### src/rtl/mmio_uart_tx.sv
// mmio_uart_tx
// Memory-mapped UART transmitter on the core's data bus. Bytes written to
// TXDATA are queued in a small circular FIFO and sent on `tx` as 8N1 frames.
// Define UART_TX_PARITY_EN to build 8E1 frames instead, which adds an
// even-parity bit between the data bits and the stop bit.
//
// Ports:
//   clk        system clock; all state updates on the rising edge
//   reset      asynchronous, active-low reset
//   MemWrite   bus write strobe from the core
//   Adr        bus address from the core
//   WriteData  bus write data from the core
//   Sel        combinational; high when Adr falls inside the 16-byte window
//   RdData     combinational read data; zero when Sel is low
//   tx         registered serial line; idles high
//
// Register map (Adr[3:2]; Adr[1:0] ignored):
//   0x0 TXDATA  write pushes WriteData[7:0]; reads return 0
//   0x4 STATUS  {count[7:4], overflow, empty, full, busy}; write bit3=1 clears overflow
//   0x8, 0xC    reads return 0; writes are ignored
module mmio_uart_tx #(
  parameter logic [31:0] BASE_ADDR    = 32'hFFFF_0000,
  parameter int          CLKS_PER_BIT = 16,
  parameter int          FIFO_DEPTH   = 4
) (
  input  logic        clk,
  input  logic        reset,
  input  logic        MemWrite,
  input  logic [31:0] Adr,
  input  logic [31:0] WriteData,
  output logic        Sel,
  output logic [31:0] RdData,
  output logic        tx
);

  localparam int PTR_W  = $clog2(FIFO_DEPTH);
  localparam int CNT_W  = PTR_W + 1;
  localparam int BAUD_W = $clog2(CLKS_PER_BIT);
  localparam logic [BAUD_W-1:0] BAUD_RELOAD = BAUD_W'(CLKS_PER_BIT - 1);

  typedef enum logic [2:0] {
    IDLE,
    START,
    DATA,
`ifdef UART_TX_PARITY_EN
    PARITY,
`endif
    STOP
  } txState_t;

  txState_t          state;
  logic [BAUD_W-1:0] baudCnt;
  logic [2:0]        bitCnt;
  logic [7:0]        shiftReg;
`ifdef UART_TX_PARITY_EN
  logic              parityBit;
`endif

  logic [7:0]        fifoMem [FIFO_DEPTH];
  logic [PTR_W-1:0]  wrPtr;
  logic [PTR_W-1:0]  rdPtr;
  logic [CNT_W-1:0]  fifoCount;
  logic              overflow;

  logic              fifoFull;
  logic              fifoEmpty;
  logic              baudDone;
  logic              popReq;
  logic              pushReq;
  logic              pushAccept;
  logic              clrReq;
  logic [7:0]        fifoHead;
  logic [31:0]       status;
  logic              unusedBits;

  // Address decode and bus strobes. A push into a full FIFO is still taken
  // when the transmitter pops in the same cycle, because a slot frees up on
  // that same edge.
  assign Sel        = (Adr[31:4] == BASE_ADDR[31:4]);
  assign pushReq    = Sel & MemWrite & (Adr[3:2] == 2'd0);
  assign clrReq     = Sel & MemWrite & (Adr[3:2] == 2'd1) & WriteData[3];
  assign fifoFull   = (fifoCount == CNT_W'(FIFO_DEPTH));
  assign fifoEmpty  = (fifoCount == '0);
  assign baudDone   = (baudCnt == '0);
  assign popReq     = !fifoEmpty && ((state == IDLE) || ((state == STOP) && baudDone));
  assign pushAccept = pushReq && (!fifoFull || popReq);
  assign fifoHead   = fifoMem[rdPtr];
  assign unusedBits = ^{Adr[1:0], WriteData[31:8]};

  // STATUS is assembled straight from live register state, so a read in the
  // cycle right after a push already shows the new count.
  assign status = {24'd0, 4'(fifoCount), overflow, fifoEmpty, fifoFull, (state != IDLE)};

  // Read mux: only STATUS returns data, everything else in or out of the
  // window reads as zero.
  always_comb begin
    RdData = '0;
    if (Sel && (Adr[3:2] == 2'd1)) begin
      RdData = status;
    end
  end

  // FIFO storage carries no reset; the pointers and count define what is
  // valid, so clearing them on reset discards whatever was queued.
  always_ff @(posedge clk) begin
    if (pushAccept) begin
      fifoMem[wrPtr] <= WriteData[7:0];
    end
  end

  // FIFO pointers, occupancy and the sticky overflow flag. Pointers wrap
  // naturally because the depth is a power of two. A simultaneous push and
  // pop leaves the count unchanged. A clear always beats a new overflow.
  always_ff @(posedge clk or negedge reset) begin
    if (!reset) begin
      wrPtr     <= '0;
      rdPtr     <= '0;
      fifoCount <= '0;
      overflow  <= 1'b0;
    end else begin
      if (pushAccept) begin
        wrPtr <= wrPtr + PTR_W'(1);
      end
      if (popReq) begin
        rdPtr <= rdPtr + PTR_W'(1);
      end
      case ({pushAccept, popReq})
        2'b10:   fifoCount <= fifoCount + CNT_W'(1);
        2'b01:   fifoCount <= fifoCount - CNT_W'(1);
        default: fifoCount <= fifoCount;
      endcase
      if (clrReq) begin
        overflow <= 1'b0;
      end else if (pushReq && fifoFull && !popReq) begin
        overflow <= 1'b1;
      end
    end
  end

  // Transmit state machine. Every state or bit change reloads the baud
  // counter, which then counts down to zero, so each bit lasts exactly
  // CLKS_PER_BIT cycles. Data shifts out LSB first. At the end of STOP,
  // a waiting byte is popped and its start bit begins on the same edge,
  // which keeps back-to-back frames free of idle gaps.
  always_ff @(posedge clk or negedge reset) begin
    if (!reset) begin
      state     <= IDLE;
      tx        <= 1'b1;
      baudCnt   <= '0;
      bitCnt    <= '0;
      shiftReg  <= '0;
`ifdef UART_TX_PARITY_EN
      parityBit <= 1'b0;
`endif
    end else begin
      case (state)
        IDLE: begin
          if (popReq) begin
            shiftReg  <= fifoHead;
`ifdef UART_TX_PARITY_EN
            parityBit <= ^fifoHead;
`endif
            state     <= START;
            tx        <= 1'b0;
            baudCnt   <= BAUD_RELOAD;
          end
        end
        START: begin
          if (baudDone) begin
            state   <= DATA;
            tx      <= shiftReg[0];
            bitCnt  <= '0;
            baudCnt <= BAUD_RELOAD;
          end else begin
            baudCnt <= baudCnt - BAUD_W'(1);
          end
        end
        DATA: begin
          if (baudDone) begin
            baudCnt <= BAUD_RELOAD;
            if (bitCnt == 3'd7) begin
`ifdef UART_TX_PARITY_EN
              state <= PARITY;
              tx    <= parityBit;
`else
              state <= STOP;
              tx    <= 1'b1;
`endif
            end else begin
              bitCnt   <= bitCnt + 3'd1;
              shiftReg <= {1'b0, shiftReg[7:1]};
              tx       <= shiftReg[1];
            end
          end else begin
            baudCnt <= baudCnt - BAUD_W'(1);
          end
        end
`ifdef UART_TX_PARITY_EN
        PARITY: begin
          if (baudDone) begin
            state   <= STOP;
            tx      <= 1'b1;
            baudCnt <= BAUD_RELOAD;
          end else begin
            baudCnt <= baudCnt - BAUD_W'(1);
          end
        end
`endif
        STOP: begin
          if (baudDone) begin
            if (popReq) begin
              shiftReg  <= fifoHead;
`ifdef UART_TX_PARITY_EN
              parityBit <= ^fifoHead;
`endif
              state     <= START;
              tx        <= 1'b0;
              baudCnt   <= BAUD_RELOAD;
            end else begin
              state <= IDLE;
            end
          end else begin
            baudCnt <= baudCnt - BAUD_W'(1);
          end
        end
        default: begin
          state <= IDLE;
          tx    <= 1'b1;
        end
      endcase
    end
  end

endmodule

### config.mk
export PLATFORM = sky130hd
export DESIGN_NAME = mmio_uart_tx
export DESIGN_NICKNAME = d
export VERILOG_FILES = /design/src/rtl/mmio_uart_tx.sv
export SDC_FILE = /design/constraint.sdc
export NUM_CORES = 1
export LEC_CHECK = 0
export CELL_PAD_IN_SITES_DETAIL_PLACEMENT = 0
export CELL_PAD_IN_SITES_GLOBAL_PLACEMENT = 1
export CORE_ASPECT_RATIO = 1.4
export CORE_MARGIN = 2
export CORE_UTILIZATION = 36
export CTS_CLUSTER_SIZE = 8
export DETAILED_ROUTE_END_ITERATION = 6
export PLACE_DENSITY_LB_ADDON = 0.1
export SLEW_MARGIN = 25
export SYNTH_ARGS = -nofsm -noshare
export SYNTH_HDL_FRONTEND = slang
export SYNTH_SLANG_ARGS = --single-unit
### constraint.sdc
create_clock -name clk -period 3.5 [get_ports clk]
set_input_delay 1.05 -clock clk [delete_from_list [all_inputs] [get_ports clk]]
set_output_delay 1.05 -clock clk [all_outputs]
set_load 0.05 [all_outputs]
Word-level counts from Yosys, hierarchy flattened

Memory sizes are Yosys's and may differ from the RTL's.
Index checks and enable logic that the tools add are counted.
W data, S select, Z words.

Add/sub/neg operators: 6
Eq/ne operators: 15
Multiplexer cells: 32
Bitwise operators: 4
Reduce and logical (&&, ||, !) cells: 26

Operator list:

| operator               | count |
|---|---|
| $mux W8                | 4 |
| $eq A28 B28 Y1 const B | 1 |
| $mux W3                | 8 |
| $pmux W8 S3            | 1 |
| $mux W4                | 3 |
| $ne A2 B2 Y1 const B   | 6 |
| $pmux W3 S2            | 2 |
| $pmux W3 S4            | 1 |
| $pmux W4 S3            | 1 |
| $mux W1                | 10 |
| $reduce_bool A3 Y1     | 3 |
| $reduce_and A4 Y1      | 2 |
| $mux W7                | 1 |
| $add A3 B1 Y3 const B  | 2 |
| $eq A3 B2 Y1 const B   | 2 |
| $eq A3 B3 Y1 const B   | 2 |
| $logic_and A1 B1 Y1    | 6 |
| $logic_not A3 Y1       | 2 |
| $reduce_bool A2 Y1     | 3 |
| $reduce_and A5 Y1      | 1 |
| $add A2 B1 Y2 const B  | 2 |
| $and A1 B1 Y1          | 4 |
| $eq A2 B1 Y1 const B   | 2 |
| $logic_not A4 Y1       | 1 |
| 10 further kinds       | 13 |

Register bits: 27
RAM bits: 32
Input bits: 67
Output and inout bits: 34
Word-level logic and storage cells: 93
Memories kept: 1

Memories:

| memory  | depth | bits a word | read ports | clocked after memory_dff | wr ports | line | RTL |
|---|---|---|---|---|---|---|---|
| fifoMem | 4     | 8           | 1          | 0                        | 1        | 59   | `logic [7:0] fifoMem [FIFO_DEPTH];` |

Depth between registers and ports, before layout

Gate-level depths: netlist of run 1.

Depth in word-level cells: 8
Depth in mapped cells: 9
Mapped depth without buffers: 9

Worst setup path after synthesis of run 1

OpenSTA, ideal clock, no wires.

Path type: input to output
Start point: input port Adr[13]
End point: output port RdData[0]
Data arrival time: 4337 ps
Required time: 2450 ps
Slack: -1887 ps
Stages on the path: 6
Path buffers: 1
Cells stage by stage: nor4b_1 nand4_1 nor4_1 and3b_1 clkbuf_1 nor2b_1

Word-level cells in the longest chain between the ends: 3

RTL lines:

| what                | line | RTL |
|---|---|---|
| start: declaration  | 29   | `input logic [31:0] Adr,` |
| $eq A28 B28 Y1      | 79   | `assign Sel = (Adr[31:4] == BASE_ADDR[31:4]);` |
| named net Sel       | 31   | `output logic Sel,` |
| $logic_and A1 B1 Y1 | 98   | `if (Sel && (Adr[3:2] == 2'd1)) begin` |
| $mux W7             | 98   |  |
| end: declaration    | 32   | `output logic [31:0] RdData,` |

The timed path passes the listed nets, and every way through them passes these cells.

Worst setup path after layout of run 1

Start point: input port Adr[4]
End point: output port RdData[0]

Word-level cells in the longest chain between the ends: 3

RTL lines:

| what                | line |
|---|---|
| $eq A28 B28 Y1      | 79 |
| $logic_and A1 B1 Y1 | 98 |
| $mux W7             | 98 |

Every way passes these cells.

==> metrics.cfg, run 1 <==
[run_status]
status = finished, final reports clean

[clocking]
clk-insertion-delay-late_ns = 0.32
path_clk_slew_ns = 0.05
cts-buffers-inserted = 9
cts_tree = built
ctsLongestPathBuffers = 2
holdBufCountCts = 0
cts_root_buf = clkbuf_16
cts.sinks = 58
h-tree-depth = 3

[yosys]
async_reset_ff_share_pct = 44.83
synthAdderAreaFrac_pct = 6.173
synth_edf_count = 32
synth_compound_gate_area_share_pct = 7.875
synth_cell_types = 50
yosys.area_share.xor_xnor_pct = 1.385
synth_ff_type = edfxtp_1
netlist_area_sq_um = 3162
synth_top_family_by_area = multiplexers
synth_seq_cells = 58
synth-simple-area-share_pct = 11.67
synth_common_cells = edfxtp_1, buf_4, dfrtp_1
synth_top_area_share_pct = 30.39
muxShareOfSynthArea_pct = 13.42
synth_area_leader_cell = edfxtp_1
postSynthCellCount = 248
synth.most_common_cell = edfxtp_1
synthTopCellsByArea = edfxtp_1, dfrtp_1, mux2_2, buf_4, mux4_2
synth.yosys.seq_area_share_pct = 51.01
syn_area_per_cell_sq_um = 12.75
yosysWarnings = 0

[global_route]
track_usage_pct = 14.05
grt_overflow = 0
grt_pass1_wl_mm = 10.39
grt_max_degree = 27
grt_pass1_vias = 2146
antenna_found_initial = 0

[layout]
finalNetCount = 404
syn_to_final_growth_pct = 37.16
diodes = 0
nFillCells = 768
final_cell_count_no_fill = 432
post-route-util_pct = 50.67
final_area_sq_um = 4337
drive_above_1_share_pct = 33.03

[timing]
finalClockSkew_ns = 0.004855
relSlewSlack_pct = 54.89
max_freq_ghz = 0.2882
min_period_ns = 3.470
hold_viol_final = 0
worst_pin_slew_ns = 0.6766
setup_viol = 0
holdWs_ns = 0.5067
rsz0062_at_grt = true
min_period_over_period_pct = 99.14
finalMaxSlewViolations = 0

[power_and_ir_drop]
p_leak_nw = 1.826
power_density_nw_per_um2 = 413.5
seq_power_share_pct = 40.3
clockPowerShare_pct = 53.2
p_switching_uw = 404.8
finalPower_mw = 1.793
intPower_mw = 1.388
ir_drop_mv = 0.3664
swShare_pct = 22.57
combPwrFrac_pct = 6.5

[flow_run]
drv_cap = 0

[worst_setup_path]
r2r-start = baudCnt[0]
crit_start = Adr[4]
endpoint_kind = output port
critPathLaunchType = input pin
crit_arrival_ns = 2.42
critPathKind = in -> out
worstPathRequired_ns = 2.45
crit_fanout = 8

[floorplan]
core.rowCount = 40
ios = 101
die_area_sq_um = 9559
die_w_um = 83.21
core_sq_um = 8558
start_util_pct = 36.94
die_y_um = 114.9

[drt]
drt-total-wl_mm = 6.530
postRouteAntennaNets = 0
vias_per_cell = 4.884
num_vias = 2110
drc = 0
drt_iter0_drc = 76
routedWlPerCell_um = 15.12
dr.pass1.iters = 4

[placed_design]
place.gp.congestion = 0.7276
placed_area_sq_um = 3900
dp_cells = 401
port_buffers = 49
hpwl_mm = 4.613

[worst_hold_path]
worstHoldStart = shiftReg[7]
hold_path_class = reg -> reg

area by class of cell:
class / count / area, sq um / area share [%]
clock inverters: 7 / 101.3 / 2.337
clock buffers: 9 / 225.2 / 5.193
inverters: 6 / 22.52 / 0.5193
flip-flops and latches: 58 / 1613 / 37.19
repair buffers: 74 / 777.0 / 17.92
multi-input cells: 173 / 1466 / 33.81
well taps: 105 / 131.4 / 3.029
logic make-up (layout without fill, tap and decap cells):
family / Yosys count / after routing
compound gates: 36 / 36
xor+xnor: 5 / 5
fa+ha+maj: 15 / 15
other cells: 1 / 25
flops: 58 / 58
buf+inv: 41 / 96
mux: 30 / 30
simple gates: 62 / 62
cells in the final DEF (no fill, tap or decap), types with 7 or more instances in the layout:
master,instances
edfxtp_1,32
conb_1,25
dfrtp_1,25
buf_4,22
mux2_2,19
ha_1,14
clkdlybuf4s50_1,13
a21oi_1,11
buf_12,11
nor2_1,9
clkbuf_16,9
nor3_1,8
mux4_2,8
dlygate4sd2_1,8
nand2_1,7
sequential cells by signal, summed over array words and instances, names as in the netlist:
signal	cells
overflow	1
fifoCount	3
fifoMem	32
state	2
bitCnt	3
tx	1
shiftReg	8
rdPtr	2
wrPtr	2
baudCnt	4
worst max-delay path, stage by stage:
cell     delay, ns
buf_2         0.11
nor4_4        0.24
nand4_1       0.20
nor4_4        0.20
and3b_2       0.29
nor2b_4       0.18
buf_12        0.14
through the flow:
step                      TNS [ns]  setup slack, ns
after floorplan             -2.179          -0.3305
after detailed placement    -3.081          -0.4381
after global placement      -3.060          -0.4346
after global routing       -0.5282         -0.09246
after CTS                  -0.2876         -0.04706
final                            0          0.03016
worst paths after layout:
path / endpoint / slack, ns / cells after the start
setup / recovery: RdData[0] / 0.03 / 7
hold / removal: shiftReg[7] / 0.51 / 1
setup reg to reg: shiftReg[2] / 1.05 / 7
hold reg to reg: shiftReg[7] / 0.51 / 1
max in group asynchronous: tx / 2.08 / 2
min in group asynchronous: bitCnt[2] / 1.11 / 2
power by group through the flow:
stage | Clock, mW | Sequential, mW | Combinational [mW]
4_1_cts | 0.972 | 0.722 | 0.119
6_report | 0.953 | 0.722 | 0.117
3_5_place_dp | 0 | 0.736 | 0.123
3_3_place_gp | 0 | 0.736 | 0.122
5_1_grt | 1.01 | 0.722 | 0.124
2_1_floorplan | 0 | 0.736 | 0.0843
layer usage:
metal	share of wire, %	track usage, %
met5	0	0
met4	1.4	5.246
met3	2.8	3.446
met1	39	15.46
met2	56	26.18
timing repair:
item / 4_1_cts / 5_1_grt
endpoints found under the setup margin: 8 / 9
pin swaps: 10 / 8
setup buffers: 14 / 2
cloned: 0 / 0
resized for setup: 67 / 6
Power figures use the tool's default switching activity.
==> run 2: changes to the inputs <==
- ABC_CLOCK_PERIOD_IN_PS: not set -> 3500
==> results of run 2 <==
Same layout as run 1: the final DEF is identical, and so are final timing and power.
==> run 3: changes to the inputs <==
- ABC_AREA: not set -> 1
- CORE_UTILIZATION: 36 -> 35
==> run 3 against run 2 <==
Die area rose by 4.4%. Count of clock-buffer cells in the layout did not move. Global-route usage rose by 1.4 points. Worst setup slack improved by 0.090 ns. Highest routed layer unchanged. First-iteration DRC count rose by 28%.
==> metrics.cfg, run 3 <==
[timing]
worst_pin_slew_ns = 0.6279  ; was 0.6766 ns
rsz0062_at_grt = false  ; was true
final.setup.worst_slack_ns = 0.1204  ; was 0.03016 ns
finalClockSkew_ns = 0.004708  ; was 0.004855 ns
setup_viol = 0  ; unchanged
min_period_ns = 3.380  ; was 3.470 ns
relSlewSlack_pct = 58.14  ; was 54.89%
max_freq_ghz = 0.2959  ; was 0.2882 GHz
min_period_over_period_pct = 96.56  ; was 99.14%
finalMaxSlewViolations = 0  ; unchanged
hold_viol_final = 0  ; unchanged

[global_route]
track_usage_pct = 15.49  ; was 14.05%
grt_max_degree = 27  ; unchanged
grt_pass1_wl_mm = 11.90  ; was 10.39 mm
antenna_found_initial = 0  ; unchanged
grt_overflow = 0  ; unchanged
grt_pass1_vias = 2510  ; was 2,146

[worst_setup_path]
cp-endpoint = RdData[4]  ; was RdData[0]
crit_arrival_ns = 2.33  ; was 2.42 ns
crit_fanout = 5  ; was 8
reg2reg_depth = 14  ; was 7
critPathLaunchType = input pin  ; unchanged
crit_start = Adr[5]  ; was Adr[4]
critPathKind = in -> out  ; unchanged
endpoint_kind = output port  ; unchanged
regToRegSetupSlack_ns = 1.29  ; was 1.05 ns
worstPathRequired_ns = 2.45  ; about the same
reg2reg_to = fifoCount[2]  ; was shiftReg[2]
r2r-start = state[0]  ; was baudCnt[0]

[clocking]
cts_root_buf = clkbuf_16  ; unchanged
cts.sinks = 58  ; unchanged
cts-buffers-inserted = 9  ; unchanged
clk-insertion-delay-late_ns = 0.33  ; was 0.32 ns
cts_tree = built  ; unchanged
path_clk_slew_ns = 0.05  ; about the same
ctsLongestPathBuffers = 2  ; unchanged
h-tree-depth = 3  ; unchanged

[placed_design]
hpwl_mm = 5.116  ; was 4.613 mm
port_buffers = 49  ; unchanged
place.gp.congestion = 0.7631  ; was 0.7276
post-place-ws_ns = -0.1425  ; was -0.4381 ns

[layout]
largest_register_ffs = 32  ; unchanged
layout_common_cells = nand2_1, inv_1, edfxtp_1  ; was edfxtp_1, conb_1, dfrtp_1
top_register = fifoMem  ; unchanged
diodes = 0  ; unchanged
finalNetCount = 501  ; was 404
final_common_cell = nand2_1  ; was edfxtp_1
drive_above_1_share_pct = 19.58  ; was 33.03%
syn_to_final_growth_pct = 35.97  ; was 37.16%
largest_registers = fifoMem: 32 flops, shiftReg: 8 flops, baudCnt: 4 flops  ; unchanged

[drt]
num_vias = 2459  ; was 2,110
drt_iter0_drc = 97  ; was 76
postRouteAntennaNets = 0  ; unchanged
routedWlPerCell_um = 13.07  ; was 15.12 um
vias_per_cell = 4.631  ; was 4.884
dr.pass1.iters = 4  ; unchanged
drc = 0  ; unchanged
drt-total-wl_mm = 6.938  ; was 6.530 mm

[yosys]
synth.yosys.seq_area_share_pct = 50.18  ; was 51.01%
syn_area_per_cell_sq_um = 9.290  ; was 12.75 sq um
async_reset_ff_share_pct = 44.83  ; unchanged
synth.most_common_cell = nand2_1  ; was edfxtp_1
synth_ff_type = edfxtp_1  ; unchanged
synth_area_leader_cell = edfxtp_1  ; unchanged
yosysWarnings = 0  ; unchanged
postSynthCellCount = 346  ; was 248
synth_cell_types = 40  ; was 50
synth_edf_count = 32  ; unchanged
synth_top_area_share_pct = 29.89  ; was 30.39%
synth_common_cells = nand2_1, inv_1, nor2_1  ; was edfxtp_1, buf_4, dfrtp_1
synth_seq_cells = 58  ; unchanged
netlist_area_sq_um = 3214  ; was 3162 sq um
synthTopCellsByArea = edfxtp_1, dfrtp_1, nand2_1, buf_4, ha_1  ; was edfxtp_1, dfrtp_1, mux2_2, buf_4, mux4_2

[floorplan]
die_area_sq_um = 9977  ; was 9559 sq um
start_util_pct = 35.80  ; was 36.94%
die_w_um = 84.99  ; was 83.21 um
die_y_um = 117.4  ; was 114.9 um
ios = 101  ; unchanged
core_sq_um = 8977  ; was 8558 sq um
core.rowCount = 41  ; was 40

[worst_hold_path]
hold_path_class = reg -> reg  ; unchanged

[power_and_ir_drop]
ir_drop_mv = 0.3450  ; was 0.3664 mV
p_leak_nw = 1.930  ; was 1.826 nW
power_density_nw_per_um2 = 419.8  ; was 413.5 nW/um^2
finalPower_mw = 1.835  ; was 1.793 mW

[flow_run]
drv_cap = 0  ; unchanged

[run_status]
status = finished, final reports clean  ; unchanged

-- run 3: what timing repair did --
item,in CTS,in global routing
pin swaps,24,1
setup endpoints to repair,7,38
setup buffers,8,0
resized for setup,31,4
hold buffers,0,0
endpoints found under the hold margin,0,0
-- run 3: power by group --
group | internal, mW | switching (mW) | total (mW)
logic | 0.0322 | 0.0811 | 0.113
clock network | 0.693 | 0.306 | 0.998
registers | 0.723 | 0.00000000387 | 0.723
-- run 3: area by class of cell --
class,instances,area (sq um)
Tap cell,107,133.9
Clock buffer,9,225.2
Timing Repair Buffer,70,709.4
Multi-Input combinational cell,233,1393
Sequential cell,58,1613
Clock inverter,7,117.6
Inverter,47,178.9
Fill cell,859,4607
-- run 3: worst min-delay path by stage --
stage	from	endpoint	cells after the start
2_1_floorplan	bitCnt[0]	bitCnt[0]	1
3_3_place_gp	bitCnt[0]	bitCnt[0]	1
3_5_place_dp	bitCnt[0]	bitCnt[0]	1
4_1_cts	bitCnt[0]	bitCnt[0]	1
5_1_grt	bitCnt[0]	bitCnt[0]	1
6_report	bitCnt[0]	bitCnt[0]	1
-- run 3: kinds of logic (layout without fill, tap and decap cells) --
kind of cell | Yosys count | count (layout) | synth area share (%)
compound gates | 63 | 63 | 13.51
xor+xnor | 4 | 4 | 1.090
fa+ha+maj | 15 | 15 | 6.072
buf+inv | 79 | 133 | 12.85
flops | 58 | 58 | 50.18
other cells | 1 | 25 | 0.1167
simple gates | 126 | 126 | 16.19
-- run 3: per-stage QoR --
step	std cells	setup TNS [ns]	hold slack [ns]	cell area (sq um)	util [%]
after floorplan	370	-0.03024	0.4472	3398	-
after global placement	507	-0.8856	0.4704	3979	44.32
after detailed placement	507	-0.8915	0.4713	3979	44.32
after CTS	531	0	0.4786	4358	48.54
after global routing	531	0	0.5044	4370	48.68
final	531	0	0.4749	4370	48.68
-- run 3: per-layer routing --
layer | vias to the layer above | part of all wire (%) | track usage, %
li1 | 1244 | - | -
met1 | 1153 | 40 | 17.10
met2 | 53 | 54 | 27.34
met3 | 9 | 5.0 | 4.926
met4 | 0 | 1.7 | 5.655
met5 | - | 0 | 0
-- run 3: worst max-delay path, stage by stage --
cell and delay, ns:
dlygate4sd2_1 0.25, nor2_4 0.09, nand2_1 0.06, nor2_2 0.12, nand2_2 0.08, nor2_4 0.12
nand3_4 0.13, buf_12 0.17, nor2_4 0.12, buf_12 0.14
